**src/rtl/nibble_alu_acc.sv**
```systemverilog
// Handshaked add / subtract / burst-accumulate unit with a one-entry registered result channel.
// Build option: define NIBBLE_ALU_SAT_EN to clamp underflowing SUB results to zero.
module nibble_alu_acc #(
  parameter int WIDTH = 4,
  parameter int BURST = 4
) (
  input  logic                                  clk,
  input  logic                                  reset,
  input  logic                                  in_valid,
  output logic                                  in_ready,
  input  logic [WIDTH-1:0]                      a,
  input  logic [WIDTH-1:0]                      b,
  input  logic [1:0]                            mode,
  output logic                                  out_valid,
  input  logic                                  out_ready,
  output logic [WIDTH+1+$clog2(BURST)-1:0]      result,
  output logic                                  borrow,
  output logic                                  acc_busy
);

  localparam int OUT_W = WIDTH + 1 + $clog2(BURST);
  localparam int CNT_W = $clog2(BURST);

  localparam logic [1:0] MODE_ADD = 2'b00;
  localparam logic [1:0] MODE_SUB = 2'b01;
  localparam logic [1:0] MODE_ACC = 2'b10;
  localparam logic [1:0] MODE_CLR = 2'b11;

  localparam logic [CNT_W-1:0] CNT_LAST = CNT_W'(BURST - 1);

  // Accumulator FSM is encoded by the beat count; this view names its two phases.
  typedef enum logic {
    ACC_EMPTY   = 1'b0,
    ACC_FILLING = 1'b1
  } acc_state_t;

  logic [OUT_W-1:0] acc_q, acc_d;
  logic [CNT_W-1:0] cnt_q, cnt_d;
  logic [OUT_W-1:0] result_q, result_d;
  logic             borrow_q, borrow_d;
  logic             out_valid_q, out_valid_d;

  logic             accept;
  logic [OUT_W-1:0] a_ext, b_ext;
  logic [OUT_W-1:0] acc_sum;
  logic [OUT_W-1:0] sub_diff;
  acc_state_t       acc_state;

  // Handshake: a beat moves on in_valid && in_ready; a result moves on out_valid && out_ready.
  // The input stalls only while a held result is not being taken this cycle.
  assign in_ready = !out_valid_q || out_ready;
  assign accept   = in_valid && in_ready;

  assign a_ext    = OUT_W'(a);
  assign b_ext    = OUT_W'(b);
  assign acc_sum  = acc_q + a_ext + b_ext;
  assign sub_diff = a_ext - b_ext;

  assign acc_state = (cnt_q == '0) ? ACC_EMPTY : ACC_FILLING;

  always_comb begin
    acc_d       = acc_q;
    cnt_d       = cnt_q;
    result_d    = result_q;
    borrow_d    = borrow_q;
    out_valid_d = out_valid_q && !out_ready;

    if (accept) begin
      case (mode)
        MODE_ADD: begin
          result_d    = a_ext + b_ext;
          borrow_d    = 1'b0;
          out_valid_d = 1'b1;
        end
        MODE_SUB: begin
          borrow_d    = (a < b);
`ifdef NIBBLE_ALU_SAT_EN
          result_d    = (a < b) ? '0 : sub_diff;
`else
          result_d    = sub_diff;
`endif
          out_valid_d = 1'b1;
        end
        MODE_ACC: begin
          if (cnt_q == CNT_LAST) begin
            result_d    = acc_sum;
            borrow_d    = 1'b0;
            out_valid_d = 1'b1;
            acc_d       = '0;
            cnt_d       = '0;
          end else begin
            acc_d = acc_sum;
            cnt_d = cnt_q + CNT_W'(1);
          end
        end
        MODE_CLR: begin
          acc_d = '0;
          cnt_d = '0;
        end
        default: begin
          acc_d = acc_q;
        end
      endcase
    end
  end

  always_ff @(posedge clk or posedge reset) begin
    if (reset) begin
      acc_q       <= '0;
      cnt_q       <= '0;
      result_q    <= '0;
      borrow_q    <= 1'b0;
      out_valid_q <= 1'b0;
    end else begin
      acc_q       <= acc_d;
      cnt_q       <= cnt_d;
      result_q    <= result_d;
      borrow_q    <= borrow_d;
      out_valid_q <= out_valid_d;
    end
  end

  assign out_valid = out_valid_q;
  assign result    = result_q;
  assign borrow    = borrow_q;
  assign acc_busy  = (acc_state == ACC_FILLING);

endmodule

```
**config.mk**
```make
export PLATFORM = sky130hd
export DESIGN_NAME = nibble_alu_acc
export DESIGN_NICKNAME = d
export VERILOG_FILES = /design/src/rtl/nibble_alu_acc.sv
export SDC_FILE = /design/constraint.sdc
export NUM_CORES = 1
export LEC_CHECK = 0
export BUFFER_PORTS_ARGS = -buffer_cell sky130_fd_sc_hd__buf_2
export CORE_MARGIN = 2
export CORE_UTILIZATION = 55
export DETAILED_ROUTE_END_ITERATION = 12
export PLACE_DENSITY = 0.78
export REMOVE_ABC_BUFFERS = 1
export SLEW_MARGIN = 10
export SYNTH_ARGS = -nofsm -noshare
export SYNTH_HDL_FRONTEND = slang
export SYNTH_SLANG_ARGS = --single-unit
export TNS_END_PERCENT = 20
```
**constraint.sdc**
```tcl
create_clock -name clk -period 2.47 [get_ports clk]
set_input_delay 0.247 -clock clk [delete_from_list [all_inputs] [get_ports clk]]
set_output_delay 0.247 -clock clk [all_outputs]
set_load 0.03 [all_outputs]
```
Yosys cells after proc, flatten, opt, wreduce, memory -nomap -nowiden --
Cells that the tools add are included.
Operators by class: add/sub/neg operators 5, magnitude comparators 1, equal/unequal tests 5, muxes and demuxes 12, reduce and logical (&&, ||, !) cells 12
Operators by type and width (number):
- 7-bit one-hot mux with 3 select lines | 1
- 7-bit by 4-bit adder with 7-bit output | 2
- 7-bit 2-to-1 mux | 2
- 7-bit one-hot mux with 2 select lines | 1
- 2-bit equality test, second input constant | 3
- 4-bit by 4-bit adder with 5-bit output | 1
- 4-bit by 4-bit subtractor with 5-bit output | 1
- 2-bit logical NOT | 2
- 4-bit less-than comparator | 1
- 1-bit 2-to-1 mux | 4
- 2-bit one-hot mux with 2 select lines | 1
- 1-bit one-hot mux with 3 select lines | 1
- 3-bit AND reduction | 1
- 3-bit nonzero test | 1
- 2-bit by 1-bit adder with 2-bit output, second input constant | 1
- 2-bit by 1-bit equality test with 1-bit output, second input constant | 1
- 1-bit logical AND | 2
- 1-bit logical NOT | 2
- 2-bit 2-to-1 mux | 1
- 2-bit inequality test, second input constant | 1
- 1-bit one-hot mux with 2 select lines | 1
- 2-bit AND reduction | 1
- 2-bit nonzero test | 1
- 2-bit OR reduction | 1
- 1-bit logical OR | 1
Storage, ports and cells: flip-flop bits (word level) 18, bits of input ports 14, output and inout port bits 11, word-level logic and storage cells 40

Depth between registers and ports, before layout --
word-level depth 5, gate-level depth with buffers 9, mapped depth without buffers 9

Worst setup path before layout --
Ideal clock, no wire load.
kind register -> register, start register acc_q[1], end register result_q[5], in the netlist result[5], library setup time 0.132 ns, arrival time 2.073 ns, data required time 2.338 ns, slack 0.265 ns, stages on the path, launching flop included 10, buffers on the path 0, clock period less this slack 2.205 ns, path through dfrtp_1 > inv_1 > fa_1 > inv_1 > ha_1 > fa_1 > a21o_1 > a21oi_1 > xor2_1 > o211ai_1
Between the ends: cells in the longest elaborated chain, start to end 4
RTL lines:
- start, declared | RTL line 37 | logic [OUT_W-1:0] acc_q, acc_d;
- start signal, assigned | RTL line 109 | acc_q <= '0;
- start signal, assigned | RTL line 115 | acc_q <= acc_d;
- 7-bit by 4-bit adder with 7-bit output (2 in series) | RTL line 56 | assign acc_sum = acc_q + a_ext + b_ext;
- 7-bit 2-to-1 mux | RTL line 85 | if (cnt_q == CNT_LAST) begin
- 7-bit one-hot mux with 3 select lines | RTL line 69 | case (mode)
- end signal, assigned | RTL line 117 | result_q <= result_d;
- end, declared | RTL line 39 | logic [OUT_W-1:0] result_q, result_d;
No other way between the ends. The select of a mux whose other input is x is not followed. A chain may end at the register's enable or synchronous reset.

Final worst setup path --
start register acc_q[1], end register acc_q[5]
Between the ends: cells in the longest elaborated chain, start to end 4
RTL lines (RTL line):
- 7-bit by 4-bit adder with 7-bit output (2 in series) | 56
- 7-bit 2-to-1 mux | 85
- 7-bit one-hot mux with 2 select lines | 69
No other way between the ends.

==> metrics <==
Critical Path RT=2.66 ns; Final Hold Fails=0; YS warnings=0; non-filler instance count after layout=210; die width=56.1 um; Post-DRT Antenna Nets=0; area delta synth->final=12.0%; Seq cells post-synth=18; Resize count post-CTS=0; unrepaired setup endpoints after global routing=no; Syn Inst Count=155; fin crit period=2.33 ns; R2R Path Start=acc_q[1]$_DFFE_PP0P_; Initial Utilization=59.2%; final wirelength=3070 um; share of Yosys cell area claimed by the top area cell type=30.2%; Async SR Flop Fraction=100%; Top FF cell, synth=dfrtp_1; FMAX=428 MHz; Detailed Route Iter0 Violations=37; CP startpoint kind=flip-flop; clk sinks=18; met3 usage=5.58%; H-Tree Depth=1; met2 Usage GRT=37.1%; hold_ws=0.0299 ns; Max-slew headroom=53.6%; clock-pin slew on the worst setup and hold paths=0.11 ns; first-pass iteration count of the detailed router=5; FP Rows=18; period utilisation layout=94.5%; worst hold path type=in2async; setup violators final=0; Leakage=0.861 nW; nets@finish=220; area of the die=3150 um2; share of cells above drive strength 1=20.0%; pin count of the biggest net entering global routing=19; first-pass GRT wire length=5350 um; Setup Crit Path Kind=reg2reg; setup repair bufs after CTS=0; Final Max Tran Viols=0; finished layout cell area=1670 um2; worst vdd ir=0.709 mV; Vias=1181; max-cap viol count=0; Worst-Margin Slew=0.693 ns; Placed Instances=206; Worst Setup SP=acc_q[1]$_DFFE_PP0P_; most frequent cells in the layout=24 x buf_2, 20 x nand2_1, 18 x inv_1, 18 x ha_1, 18 x dfrtp_1; CTS root buffer=clkbuf_4; # DRC=0; Post-synth EDFFs=0; Total Power=1.29 mW; status=completed; Core ar.=2520 um2; commonest non-fill, non-tap cell in the layout=buf_2; die height=56.1 um; clk buf depth=2; CP max FO=2; largest area contributor in the netlist=dfrtp_1; IO Port Bufs=24; met1 Use GR=26.6%; Antenna Cells=0; clock latency on the worst-skew pair=0.30 ns; Worst Slack Setup Final=0.135 ns; worst slack, placed=0.0120 ns; Synth area leaders=dfrtp_1 30%, ha_1 15%, fa_1 9.4%; Num CTS Buffers=3; placer congestion estimate=0.923; placed instance area=1630 um2; vias in the first global route=1216; Fin Setup TNS=0 ns; Syn Std Cell Area=1490 um2; hold buffers post-CTS=0; Setup Skew=0.00651 ns; Total GRT Usage=21.3%; grt total ovfl=0; power density cells=771 nW/um2; synthesized area per cell=9.63 um2; CTS tree=yes; fin util=66.3%; drt wl/cell=14.6 um; hpwl dp=2530 um; Worst Path Arrival=2.52 ns; initial antenna violation count=0; Worst Setup End Kind=flip-flop; register area share after synthesis=30.2%; vias per cell=5.62; grt peak-use layer=met2; io pins=25; Synth cell types=41
==> power breakdown <==
part	total [mW]	switching [mW]	internal, mW
combinational	0.669	0.401	0.268
clock	0.185	0.0951	0.0900
sequential	0.435	0.0569	0.378
total	1.29	0.553	0.736
==> state kept, by name (all words and copies together) (netlist names) <==
register and count:
borrow 1, out_valid 1, result 7, cnt_q 2, acc_q 7
==> routing by layer <==
layer  vias up  wire length, um
met5         -                0
met1       564             1410
li1        589                -
met4         0               17
met3         2              124
met2        26             1520
==> cell type report <==
type	count	area (um2)
Clock buffer	4	36.3
Fill cell	212	851
Inverter	18	67.6
Multi-Input combinational cell	114	945
Sequential cell	18	450
Tap cell	30	37.5
Timing Repair Buffer	26	135
==> kinds of logic (layout without fill, tap and decap cells) <==
family                   after synthesis  count (layout)  synth area share, %
AO/OA/AOI/OAI                         39              39                 18.9
adder cells (fa/ha/maj)               25              25                 24.5
buffers and inverters                 23              48                 6.79
multiplexers                           1               1                0.754
XOR/XNOR                               6               6                 3.52
flip-flops                            18              18                 30.2
AND/OR/NAND/NOR                       43              43                 15.3
==> synth_stat cells (all sizes together), types with 4 or more instances <==
cell	instances
dfrtp	18
ha	18
nand2b	6
a21oi	7
fa	7
nand2	20
inv	18
a21o	4
o21ai	10
a22o	4
xor2	4
==> critical path, cell delays in order (launching register included) <==
cell	delay, ns
dfrtp_1	0.36
inv_1	0.06
fa_1	0.48
inv_1	0.04
ha_1	0.22
fa_1	0.40
a21o_1	0.20
a21oi_1	0.17
xor2_1	0.19
o21ai_0	0.12
==> final timing paths <==
kind / cells after the start / slack (ns) / end
min in group clk: 3 / 0.23 / out_valid$_DFF_PP0_
hold / removal: 2 / 0.03 / out_valid$_DFF_PP0_
max in group asynchronous: 2 / 2.00 / acc_q[4]$_DFFE_PP0P_
hold reg to reg: 1 / 0.48 / borrow$_DFFE_PP0P_
setup / recovery: 9 / 0.14 / acc_q[5]$_DFFE_PP0P_
setup reg to reg: 9 / 0.14 / acc_q[5]$_DFFE_PP0P_
Power figures use the tool's default switching activity.
